## src/rtl/fetch_unit_pkg.sv

```systemverilog
// Shared definitions for the instruction fetch stage: FSM state encodings
// and the default program counter value after reset.
package fetch_unit_pkg;

  typedef enum logic [1:0] {
    FETCH_IDLE    = 2'd0,
    FETCH_FETCH   = 2'd1,
    FETCH_DELIVER = 2'd2,
    FETCH_DRAIN   = 2'd3
  } fetch_state_e;

  localparam int unsigned DEFAULT_RESET_PC = 0;

endpackage

```

## src/rtl/fetch_pc.sv

```systemverilog
// Program counter register: branch load takes priority over increment;
// the increment wraps modulo 2^ADDR_W.
module fetch_pc
  import fetch_unit_pkg::*;
#(
  parameter int unsigned ADDR_W   = 8,
  parameter int unsigned RESET_PC = DEFAULT_RESET_PC
) (
  input  logic              I_clk,
  input  logic              I_rst_n,
  input  logic              I_load,
  input  logic [ADDR_W-1:0] I_load_val,
  input  logic              I_inc,
  output logic [ADDR_W-1:0] O_pc,
  output logic [ADDR_W-1:0] O_pc_next
);

  always_comb begin
    O_pc_next = O_pc;
    if (I_load)
      O_pc_next = I_load_val;
    else if (I_inc)
      O_pc_next = O_pc + ADDR_W'(1);
  end

  // NOTE: sequential state uses non-blocking assignments so every register
  // samples pre-edge values regardless of process evaluation order.
  always_ff @(posedge I_clk or negedge I_rst_n) begin
    if (!I_rst_n)
      O_pc <= ADDR_W'(RESET_PC);
    else
      O_pc <= O_pc_next;
  end

endmodule

```

## src/rtl/fetch_unit.sv

```systemverilog
// Instruction fetch stage: PC, req/ack memory read port, valid/stall handoff
// to the decoder and branch redirect. Define FETCH_TIMEOUT_EN for the ack watchdog.
module fetch_unit
  import fetch_unit_pkg::*;
#(
  parameter int unsigned ADDR_W         = 8,
  parameter int unsigned INSTR_W        = 16,
  parameter int unsigned RESET_PC       = DEFAULT_RESET_PC,
  parameter int unsigned TIMEOUT_CYCLES = 15
) (
  input  logic               I_clk,
  input  logic               I_rst_n,
  input  logic               I_enable,
  input  logic               I_stall,
  input  logic               I_branch,
  input  logic [ADDR_W-1:0]  I_branch_target,
  output logic [ADDR_W-1:0]  O_mem_addr,
  output logic               O_mem_req,
  input  logic               I_mem_ack,
  input  logic [INSTR_W-1:0] I_mem_data,
  output logic [INSTR_W-1:0] O_instruction,
  output logic               O_valid,
  output logic [ADDR_W-1:0]  O_pc,
  output logic               O_fault
);

  fetch_state_e      state_q, state_d;
  logic [ADDR_W-1:0] pc_q, pc_next;
  logic              pc_inc;
  logic              capture;
  logic              timeout;
  logic              fault;

  fetch_pc #(
    .ADDR_W   (ADDR_W),
    .RESET_PC (RESET_PC)
  ) u_pc (
    .I_clk      (I_clk),
    .I_rst_n    (I_rst_n),
    .I_load     (I_branch),
    .I_load_val (I_branch_target),
    .I_inc      (pc_inc),
    .O_pc       (pc_q),
    .O_pc_next  (pc_next)
  );

`ifdef FETCH_TIMEOUT_EN
  localparam int unsigned TO_W = $clog2(TIMEOUT_CYCLES + 1);

  logic [TO_W-1:0] to_cnt_q, to_cnt_d;
  logic            fault_q;

  // Counts consecutive ack-less cycles spent waiting on memory (FETCH or DRAIN).
  always_comb begin
    to_cnt_d = '0;
    if ((state_q == FETCH_FETCH || state_q == FETCH_DRAIN) && !I_mem_ack)
      to_cnt_d = to_cnt_q + TO_W'(1);
  end

  assign timeout = (to_cnt_d == TO_W'(TIMEOUT_CYCLES));
  assign fault   = fault_q;

  always_ff @(posedge I_clk or negedge I_rst_n) begin
    if (!I_rst_n) begin
      to_cnt_q <= '0;
      fault_q  <= 1'b0;
    end else begin
      to_cnt_q <= to_cnt_d;
      fault_q  <= fault_q | timeout;
    end
  end
`else
  assign timeout = 1'b0;
  assign fault   = 1'b0;
`endif

  assign O_fault = fault;

  // NOTE: every signal driven here gets a default first, so no path through
  // the case statement can leave a value unassigned and infer a latch.
  always_comb begin
    state_d = state_q;
    pc_inc  = 1'b0;
    capture = 1'b0;
    unique case (state_q)
      FETCH_IDLE: begin
        if (I_enable && !fault)
          state_d = FETCH_FETCH;
      end
      FETCH_FETCH: begin
        if (I_mem_ack) begin
          if (I_branch) begin
            state_d = FETCH_FETCH;
          end else begin
            state_d = FETCH_DELIVER;
            capture = 1'b1;
            pc_inc  = 1'b1;
          end
        end else if (I_branch) begin
          // A request is never withdrawn before its ack; drain it instead.
          state_d = FETCH_DRAIN;
        end
      end
      FETCH_DELIVER: begin
        if (I_branch || !I_stall)
          state_d = I_enable ? FETCH_FETCH : FETCH_IDLE;
      end
      FETCH_DRAIN: begin
        if (I_mem_ack)
          state_d = I_enable ? FETCH_FETCH : FETCH_IDLE;
      end
      default: state_d = FETCH_IDLE;
    endcase
    if (timeout)
      state_d = FETCH_IDLE;
  end

  // The read address has its own register so it stays stable through DRAIN
  // while the PC already holds the branch target.
  always_ff @(posedge I_clk or negedge I_rst_n) begin
    if (!I_rst_n) begin
      state_q       <= FETCH_IDLE;
      O_mem_req     <= 1'b0;
      O_mem_addr    <= ADDR_W'(RESET_PC);
      O_valid       <= 1'b0;
      O_instruction <= '0;
      O_pc          <= ADDR_W'(RESET_PC);
    end else begin
      state_q   <= state_d;
      O_mem_req <= (state_d == FETCH_FETCH) || (state_d == FETCH_DRAIN);
      O_valid   <= (state_d == FETCH_DELIVER);
      if (state_d == FETCH_FETCH)
        O_mem_addr <= pc_next;
      if (capture) begin
        O_instruction <= I_mem_data;
        O_pc          <= pc_q;
      end
    end
  end

endmodule

```

## config.mk

```make
export PLATFORM = sky130hd
export DESIGN_NAME = fetch_unit
export DESIGN_NICKNAME = d
export VERILOG_FILES = /design/src/rtl/fetch_unit_pkg.sv /design/src/rtl/fetch_pc.sv /design/src/rtl/fetch_unit.sv
export SDC_FILE = /design/constraint.sdc
export NUM_CORES = 1
export LEC_CHECK = 0
export CAP_MARGIN = 20
export CORE_UTILIZATION = 35
export CTS_CLUSTER_SIZE = 30
export DETAILED_ROUTE_END_ITERATION = 10
export DONT_BUFFER_PORTS = 1
export PLACE_DENSITY = 0.6
export SETUP_SLACK_MARGIN = 0.2
export SLEW_MARGIN = 0
export SYNTH_ARGS = -nofsm -noshare
export SYNTH_HDL_FRONTEND = slang
export SYNTH_SLANG_ARGS = --single-unit
export TNS_END_PERCENT = 10
```

## constraint.sdc

```tcl
create_clock -name I_clk -period 1.7 [get_ports I_clk]
set_input_delay 0.255 -clock I_clk [delete_from_list [all_inputs] [get_ports I_clk]]
set_output_delay 0.255 -clock I_clk [all_outputs]
set_load 0.02 [all_outputs]
```

==> metrics.txt, run 1 <==
per-cell routed wire length=15.05 um; Final Skew=14.91 ps; fin area=2196 sq um; Syn Nets=220; final worst slack=-122.6 ps; CTS H-tree depth=2; DR pass1 iterations=4; Ports=65; TNS Setup=-896.6 ps; compound-cell area share of the yosys netlist=0.05461; yosys warns=0; Total Nets Final=231; Clock transition at path regs=100 ps; placed cell count=260; Adder-Cell Fraction of Synth Area=0.006579; clk root buf=clkbuf_8; async set-reset flop share out of synthesis=1.000; Die X=75.72 um; maximum vdd drop=0.0008737 V; setup violators final=8; GR Util All Layers=0.1500; mux contribution to synthesized area=0.06316; Cells after Synth=189; leak pwr=1.023 nW; post-route ant nets=0; grt ovf=0; CP Launch Type=flop; DP Wirelength=2767 um; Die ar.=5733 sq um; HP Class=in -> reg; RSZ-0062 raised after global routing=true; largest family of logic cells by synthesized area=simple AND/OR/NAND/NOR gates; count of input and output buffers=0; total wire length=4078 um; antenna cells=0; Core Box Area=5172 sq um; sequential share of the synthesized area=0.5658; FP Rows=26; Avg Vias per Cell=4.893; CP max FO=9; element type at the critical path end=flop; CP Class=reg -> reg; initial core utilization=0.3677; post-synthesis xor/xnor area fraction=0.004605; clk_lat worst skew=300 ps; Iteration-0 DRC Markers=49; status=finished, violations left; largest net degree at the start of global routing=44; Max Cap Violations=0; vias=1326; Final Hold Fails=0; layout cell share with drive strength beyond 1=0.1891; GP Congestion=0.7156; Slew Viols, Final=0; Layout Area Growth over Synthesis=15.46%; Syn Area/Cell=10.06 sq um; Yosys reg bits=43; placed cell area=2032 sq um; Critical Path RT=1890 ps; drc violations=0; number of library cell types mapped by synthesis=36; first-pass GRT wire length=6189 um; violated checks=setup timing; period utilization=1.072; CTS tree=built; CTS Buffer Depth=2; Syn Std Cell Area=1902 sq um; post-layout min period=1823 ps; Num CTS Buffers=5; CP startpoint=state_q[0]; PD cells=1797 nW/um^2; reg2reg start=state_q[0]; Post-Synth Simple-Gate Area=0.2645; Sink Count=43; ys flop type=dfrtp_1; vias in the first global route=1265; Die H=75.72 um; WP data arrival=2010 ps; initial antenna violation count=0; final std cells w/o fill=271; max frequency=548.7 MHz; Hold Startpoint=I_mem_data[1]; Post-synth EDFFs=0
==> layout by cell type, fill, tap and decap left out, drive strengths merged, types with 2 or more instances in the layout <==
cell and n:
clkinvlp 2, clkbuf 5, a31oi 4, nand4 2, mux2 8, nor2 5, nand4bb 2, buf 13
dlygate4sd3 2, o31ai 2, nand2 74, o21ai 5, nor2b 2, dfrtp 43, inv 2, nand3b 4
or3 2, or4 4, nand3 6
==> sequential cells by signal, indices dropped and copies added, names as in the netlist <==
register and count:
O_pc 8, O_mem_addr 8, state_q 2, O_instruction 16
O_valid 1, u_pc.O_pc 8
==> cell families after synthesis <==
group                      Yosys count
muxes                                8
adders and majority gates            1
AOI/OAI and AO/OA                   16
other                                1
buffers and inverters               13
and+or+nand+nor                    106
DFF                                 43
xor gates and xnor gates             1
==> cell usage after synthesis, types with 2 or more instances <==
master	number	area, sq um
o21ai_0	5	25.02
a31oi_1	4	25.02
clkbuf_1	3	11.26
nor2b_1	2	12.51
nand4bb_1	2	22.52
nand3_1	6	30.03
buf_2	2	10.01
mux2_4	8	120.1
nand3b_1	4	30.03
nand2_1	74	277.8
or3_1	2	12.51
buf_1	2	7.510
dfrtp_1	43	1076
nor2_1	5	18.77
buf_6	2	22.52
o31ai_1	2	15.01
or4_1	3	22.52
buf_4	2	15.01
==> stage by stage <==
stage | setup WS (ps) | hold slack, ps | utilization | total power [mW]
floorplan | -186.9 | -40.59 | - | 3.019
global placement | -89.76 | -39.79 | 0.3928 | 3.248
detailed placement | -137.2 | -39.75 | 0.3928 | 3.288
CTS | -128.0 | 46.18 | 0.4211 | 4.018
global route | -178.0 | 51.50 | 0.4245 | 4.225
finish | -122.6 | 49.88 | 0.4245 | 3.946
==> what timing repair did <==
| item | in CTS | in global routing |
|---|---|---|
| hold buffers | 3 | 0 |
| pin swaps | 1 | 0 |
| setup buffers | 0 | 0 |
| endpoints found under the setup margin | 13 | 15 |
| hold endpoints to repair | 44 | 0 |
| cloned | 0 | 0 |
| resized for setup | 1 | 3 |
==> where the power goes <==
group / switching (mW) / total (mW) / internal, mW
Sequential: 0.773 / 2.22 / 1.44
Combinational: 0.493 / 1.05 / 0.557
Clock: 0.387 / 0.681 / 0.294
Total: 1.65 / 3.95 / 2.29
==> worst max-delay path: stages (launching register included) <==
cell      delay [ps]
dfrtp_2          470
and4bb_2         250
or4_4            650
mux2_4           340
==> area by class of cell <==
class / count / area (sq um)
Clock buffer: 5 / 68.82
Sequential cell: 43 / 1077
Inverter: 2 / 7.507
Multi-Input combinational cell: 133 / 780.7
Timing Repair Buffer: 15 / 150.1
Fill cell: 506 / 2977
Tap cell: 70 / 87.58
Clock inverter: 3 / 23.77
==> routing by layer <==
layer | routed length (um) | share of wire | vias up | global-route usage
met3 | 312 | 0.077 | 5 | 0.05423
met5 | 0 | 0 | - | 0
li1 | - | - | 652 | -
met1 | 1962 | 0.48 | 622 | 0.2008
met2 | 1752 | 0.43 | 47 | 0.2262
met4 | 50 | 0.012 | 0 | 0.04938
==> path summary, 6_finish.rpt <==
| check | end | slack (ps) | cells after the start |
|---|---|---|---|
| worst min register to register | O_pc[7] | 530 | 2 |
| worst max register to register | O_mem_addr[2] | -120 | 3 |
| worst min-delay path | O_instruction[1] | 50 | 2 |
| worst max-delay path | O_mem_addr[2] | -120 | 3 |
| max in group asynchronous | state_q[0] | 1030 | 2 |
| min in group asynchronous | O_instruction[1] | 440 | 2 |
Power figures use the tool's default switching activity.
==> run 2: changes to the inputs <==
--- a/config.mk
+++ b/config.mk
@@ -11,6 +11,7 @@
 export DETAILED_ROUTE_END_ITERATION = 10
 export DONT_BUFFER_PORTS = 1
 export PLACE_DENSITY = 0.6
+export REMOVE_ABC_BUFFERS = 1
 export SETUP_SLACK_MARGIN = 0.2
 export SLEW_MARGIN = 0
 export SYNTH_ARGS = -nofsm -noshare
==> metrics.txt, run 2 (synthesized netlist as in run 1, its figures left out) <==
status=finished, violations left (unchanged); violated checks=setup timing (unchanged); CP max FO=8 (was 9); Top reg by flops=O_instruction (unchanged); number of flip-flops in the largest register=16 (unchanged); first-pass GRT wire length=6203 um (was 6189 um); CTS Buffer Depth=2 (unchanged); final hold slack=58.53 ps (was 49.88 ps); element type at the critical path end=flop (unchanged); max frequency=546.2 MHz (was 548.7 MHz); Iteration-0 DRC Markers=46 (was 49); Pint=2.608 mW (was 2.294 mW); commonest non-fill, non-tap cells in the layout=nand2_1, dfrtp_1, buf_4, mux2_4 (was nand2_1, dfrtp_1, buf_4, mux2_4, nand3_1); Total Nets Final=232 (was 231); clk_lat worst skew=290 ps (was 300 ps); initial antenna violation count=0 (unchanged); drc violations=0 (unchanged); final worst slack=-130.8 ps (was -122.6 ps); Final Hold Fails=0 (unchanged); Core Box Area=5172 sq um (unchanged); period utilization=1.077 (was 1.072); Critical Path RT=1880 ps (was 1890 ps); Max Cap Violations=0 (unchanged); Die X=75.72 um (unchanged); commonest non-fill, non-tap cell in the layout=nand2_1 (unchanged); PD cells=1876 nW/um^2 (was 1797 nW/um^2); Hold Path Depth=2 (unchanged); Ports=65 (unchanged); power share of the sequential group=0.524 (was 0.561); sw frac=0.3861 (was 0.4188); count of input and output buffers=0 (unchanged); post-layout min period=1831 ps (was 1823 ps); Levels on crit path=3 (unchanged); post-route ant nets=0 (unchanged); placed cell area=2021 sq um (was 2032 sq um); RSZ-0062 raised after global routing=true (unchanged); grt ovf=0 (unchanged); leak pwr=1.058 nW (was 1.023 nW); total wire length=4101 um (was 4078 um); CP Buf/Inv Count=0 (unchanged); CP max stage delay=650 ps (about the same); maximum vdd drop=0.0007790 V (was 0.0008737 V); CTS H-tree depth=2 (unchanged); CP delay by family, top=simple AND/OR/NAND/NOR gates (unchanged); DP Wirelength=2731 um (was 2767 um); Layout Area Growth over Synthesis=19.08% (was 15.46%); Die ar.=5733 sq um (unchanged); setup violators final=8 (unchanged); net load switching power=1.640 mW (was 1.653 mW); vias=1338 (was 1326); WP data arrival=2010 ps (about the same); clock share of power=0.221 (was 0.173); combinational share of power=0.254 (was 0.266); Clock transition at path regs=90 ps (was 100 ps); final core utilization=0.4378 (was 0.4245); Avg Vias per Cell=4.919 (was 4.893); CP max stage cell=or4_4 (unchanged); Tot Pwr=4.249 mW (was 3.946 mW); CP Class=reg -> reg (unchanged); cell chain of the critical path=and4bb_2 > or4_4 > mux2_4 (unchanged); largest net degree at the start of global routing=44 (unchanged); Die H=75.72 um (unchanged); Num CTS Buffers=5 (unchanged); initial core utilization=0.3677 (unchanged); R2R depth=3 (unchanged); Slew Viols, Final=0 (unchanged); layout cell share with drive strength beyond 1=0.2030 (was 0.1891); CP Launch Type=flop (unchanged); FP Rows=26 (unchanged); R2R setup slack=-130 ps (was -120 ps); DR pass1 iterations=4 (unchanged); GR Util All Layers=0.1482 (was 0.1500); Final Skew=7.612 ps (was 14.91 ps); antenna cells=0 (unchanged); GP Congestion=0.7554 (was 0.7156); TNS Setup=-984.4 ps (was -896.6 ps); CTS tree=built (unchanged); per-cell routed wire length=15.08 um (was 15.05 um); clk root buf=clkbuf_8 (unchanged); fin area=2265 sq um (was 2196 sq um); # fillers=486 (was 506); HP Class=in -> reg (unchanged); vias in the first global route=1248 (was 1265); Sink Count=43 (unchanged)
==> run 2: power groups by stage <==
stage / logic (mW) / clock network (mW) / registers, mW
6_report: 1.08 / 0.940 / 2.23
5_1_grt: 1.21 / 1.01 / 2.31
4_1_cts: 1.06 / 0.974 / 2.23
3_5_place_dp: 1.03 / 0 / 2.24
3_3_place_gp: 1.00 / 0 / 2.24
2_1_floorplan: 0.734 / 0 / 2.18
==> run 2: final timing paths <==
path / from / to
max: state_q[0] / O_mem_addr[5]
min: I_mem_data[5] / O_instruction[5]
max reg2reg: state_q[0] / O_mem_addr[5]
min reg2reg: u_pc.O_pc[7] / O_pc[7]
max in group asynchronous: I_rst_n / O_instruction[3]
min in group asynchronous: I_rst_n / O_mem_addr[2]
==> run 2: cell type report <==
cell class                 count  area [sq um]  share of cell area
clock buffer                   6         72.57             0.03204
tap                           70         87.58             0.03867
clock inverter                 2         60.06             0.02652
multi-input combinational    133         805.8              0.3558
inverter                       2         7.507            0.003315
sequential                    43          1079              0.4762
timing repair buffer          16         152.6             0.06740
==> run 2: what timing repair did <==
action | CTS | global route
gates resized for setup | 1 | 12
pin swaps | 1 | 9
hold endpoints to repair | 44 | 0
buffers inserted | 0 | 0
hold buffers | 3 | 0
endpoints found under the setup margin | 15 | 23
==> run 2: metrics by stage <==
step	std cells	setup slack [ps]
2_1_floorplan	178	-854.2
3_3_place_gp	261	-102.7
3_5_place_dp	261	-153.5
4_1_cts	272	-145.2
5_1_grt	272	-178.7
6_report	272	-130.8
==> run 2: worst reg2reg max path, delay by kind of cell (launching register included) <==
family	cells	cell delay (ps)
flops	1	470
mux	1	330
simple gates	2	900
==> run 2: metal layers <==
layer,vias up,part of all wire,track usage
li1,653,-,-
met1,635,0.48,0.1963
met2,44,0.45,0.2222
met3,6,0.065,0.06217
met4,0,0.010,0.04321
met5,-,0,0
==> run 3: changes to the inputs <==
--- a/config.mk
+++ b/config.mk
@@ -10,7 +10,7 @@
 export CTS_CLUSTER_SIZE = 30
 export DETAILED_ROUTE_END_ITERATION = 10
 export DONT_BUFFER_PORTS = 1
-export PLACE_DENSITY = 0.6
+export PLACE_DENSITY = 0.58
 export REMOVE_ABC_BUFFERS = 1
 export SETUP_SLACK_MARGIN = 0.2
 export SLEW_MARGIN = 0
==> constraint.sdc (replaced) <==
create_clock -name I_clk -period 2.34 [get_ports I_clk]
set_input_delay 0.351 -clock I_clk [delete_from_list [all_inputs] [get_ports I_clk]]
set_output_delay 0.351 -clock I_clk [all_outputs]
set_load 0.02 [all_outputs]
==> metrics.txt, run 3 (synthesized netlist as in run 1, its figures left out) <==
status=complete, no violations (was finished, violations left); Avg Vias per Cell=4.954 (was 4.919); initial antenna violation count=0 (unchanged); commonest non-fill, non-tap cell in the layout=nand2_1 (unchanged); Die ar.=5733 sq um (unchanged); Ports=65 (unchanged); Final Hold Fails=0 (unchanged); Slew Viols, Final=0 (unchanged); Num CTS Buffers=5 (unchanged); Iteration-0 DRC Markers=39 (was 46); period utilization=0.8413 (was 1.077); CP Launch Type=flop (unchanged); FP Rows=26 (unchanged); largest net degree at the start of global routing=44 (unchanged); Core Box Area=5172 sq um (unchanged); total wire length=4063 um (was 4101 um); GR Util All Layers=0.1482 (about the same); grt ovf=0 (unchanged); clk_lat worst skew=290 ps (about the same); vias=1303 (was 1338); RSZ-0062 raised after global routing=false (was true); final hold slack=109.2 ps (was 58.53 ps); Layout Area Growth over Synthesis=12.30% (was 19.08%); initial core utilization=0.3677 (unchanged); CP Class=reg -> reg (unchanged); final core utilization=0.4129 (was 0.4378); CP max stage delay=450 ps (was 650 ps); CTS H-tree depth=2 (unchanged); CP max stage cell=dfrtp_1 (was or4_4); post-route ant nets=0 (unchanged); element type at the critical path end=flop (unchanged); postcts setup bufs=0 (unchanged); Final Skew=6.671 ps (was 7.612 ps); leak pwr=1.002 nW (was 1.058 nW); commonest non-fill, non-tap cells in the layout=nand2_1, dfrtp_1, mux2_4, nand3_1 (was nand2_1, dfrtp_1, buf_4, mux2_4); maximum vdd drop=0.0004756 V (was 0.0007790 V); vias in the first global route=1229 (was 1248); max frequency=508.0 MHz (was 546.2 MHz); antenna cells=0 (unchanged); post-layout min period=1969 ps (was 1831 ps); WP data arrival=2200 ps (was 2010 ps); PD cells=1407 nW/um^2 (was 1876 nW/um^2); Die H=75.72 um (unchanged); # fillers=514 (was 486); CP max FO=11 (was 8); layout cell share with drive strength beyond 1=0.1295 (was 0.2030); clk root buf=clkbuf_8 (unchanged); DP Wirelength=2708 um (was 2731 um); Die X=75.72 um (unchanged); GP Congestion=0.7432 (was 0.7554); drc violations=0 (unchanged); per-cell routed wire length=15.45 um (was 15.08 um); number of flip-flops in the largest register=16 (unchanged); Critical Path RT=2570 ps (was 1880 ps); R2R setup slack=370 ps (was -130 ps); Sink Count=43 (unchanged); DR pass1 iterations=4 (unchanged); Top reg by flops=O_instruction (unchanged); Clock transition at path regs=90 ps (about the same); Total Nets Final=223 (was 232); cell chain of the critical path=nand4bb_2 > buf_4 > or3_1 > a31oi_1 > mux2_4 (was and4bb_2 > or4_4 > mux2_4); setup violators final=0 (was 8); first-pass GRT wire length=6154 um (was 6203 um); count of input and output buffers=0 (unchanged); CTS tree=built (unchanged); CTS Buffer Depth=2 (unchanged); HP Class=in -> reg (unchanged); Max Cap Violations=0 (unchanged)
-- run 3: changes by cell type in the layout (fill, tap and decap cells not counted), sizes merged --
cell	change
buf	-8
dlygate4sd3	-1
-- run 3: where the power goes --
part / internal, mW / total (mW) / switching [mW]
sequential: 1.05 / 1.62 / 0.571
combinational: 0.356 / 0.704 / 0.348
clock: 0.427 / 0.683 / 0.256
total: 1.83 / 3.00 / 1.18
-- run 3: layout make-up --
class,count,area (sq um),share of cell area
Sequential cell,43,1076,0.5038
Clock inverter,2,60.06,0.02812
Inverter,2,7.507,0.003515
Clock buffer,6,72.57,0.03398
Tap cell,70,87.58,0.04101
Timing Repair Buffer,7,75.07,0.03515
Multi-Input combinational cell,133,757.0,0.3544
-- run 3: worst paths after layout --
check                                   from           endpoint  depth (start not counted)
worst min register to register  u_pc.O_pc[7]            O_pc[7]                          2
min in group asynchronous            I_rst_n      O_mem_addr[4]                          2
worst max-delay path              state_q[1]      O_mem_addr[4]                          5
max in group asynchronous            I_rst_n  O_instruction[14]                          2
worst max register to register    state_q[1]      O_mem_addr[4]                          5
worst min-delay path                I_branch            O_valid                          1
-- run 3: timing repair --
| item | 4_1_cts | 5_1_grt |
|---|---|---|
| setup endpoints to repair | 0 | 4 |
| hold buffers | 2 | 0 |
| resized for setup | 0 | 1 |
| endpoints found under the hold margin | 43 | 0 |
-- run 3: metal layers --
layer,track usage,part of all wire,vias up
met5,0,0,-
met4,0.03704,0.0064,0
met3,0.05026,0.058,5
met2,0.2450,0.47,44
met1,0.1872,0.46,621
li1,-,-,633
-- run 3: per-stage QoR --
step,instance area [sq um],worst slack [ps],power [mW],instances,setup TNS [ps]
final,2136,371.4,3.005,263,0
after global routing,2136,278.1,3.214,263,0
after CTS,2131,238.2,3.045,263,0
after detailed placement,1961,265.2,2.325,253,0
after global placement,1961,307.5,2.301,253,0
after floorplan,1836,-214.2,2.114,178,-1066
-- run 3: critical path: cells and delay by family, from the launching register on --
kind | cells | cell delay (ps)
simple gates | 2 | 760
compound gates | 1 | 230
buf+inv | 1 | 280
mux | 1 | 180
flops | 1 | 450
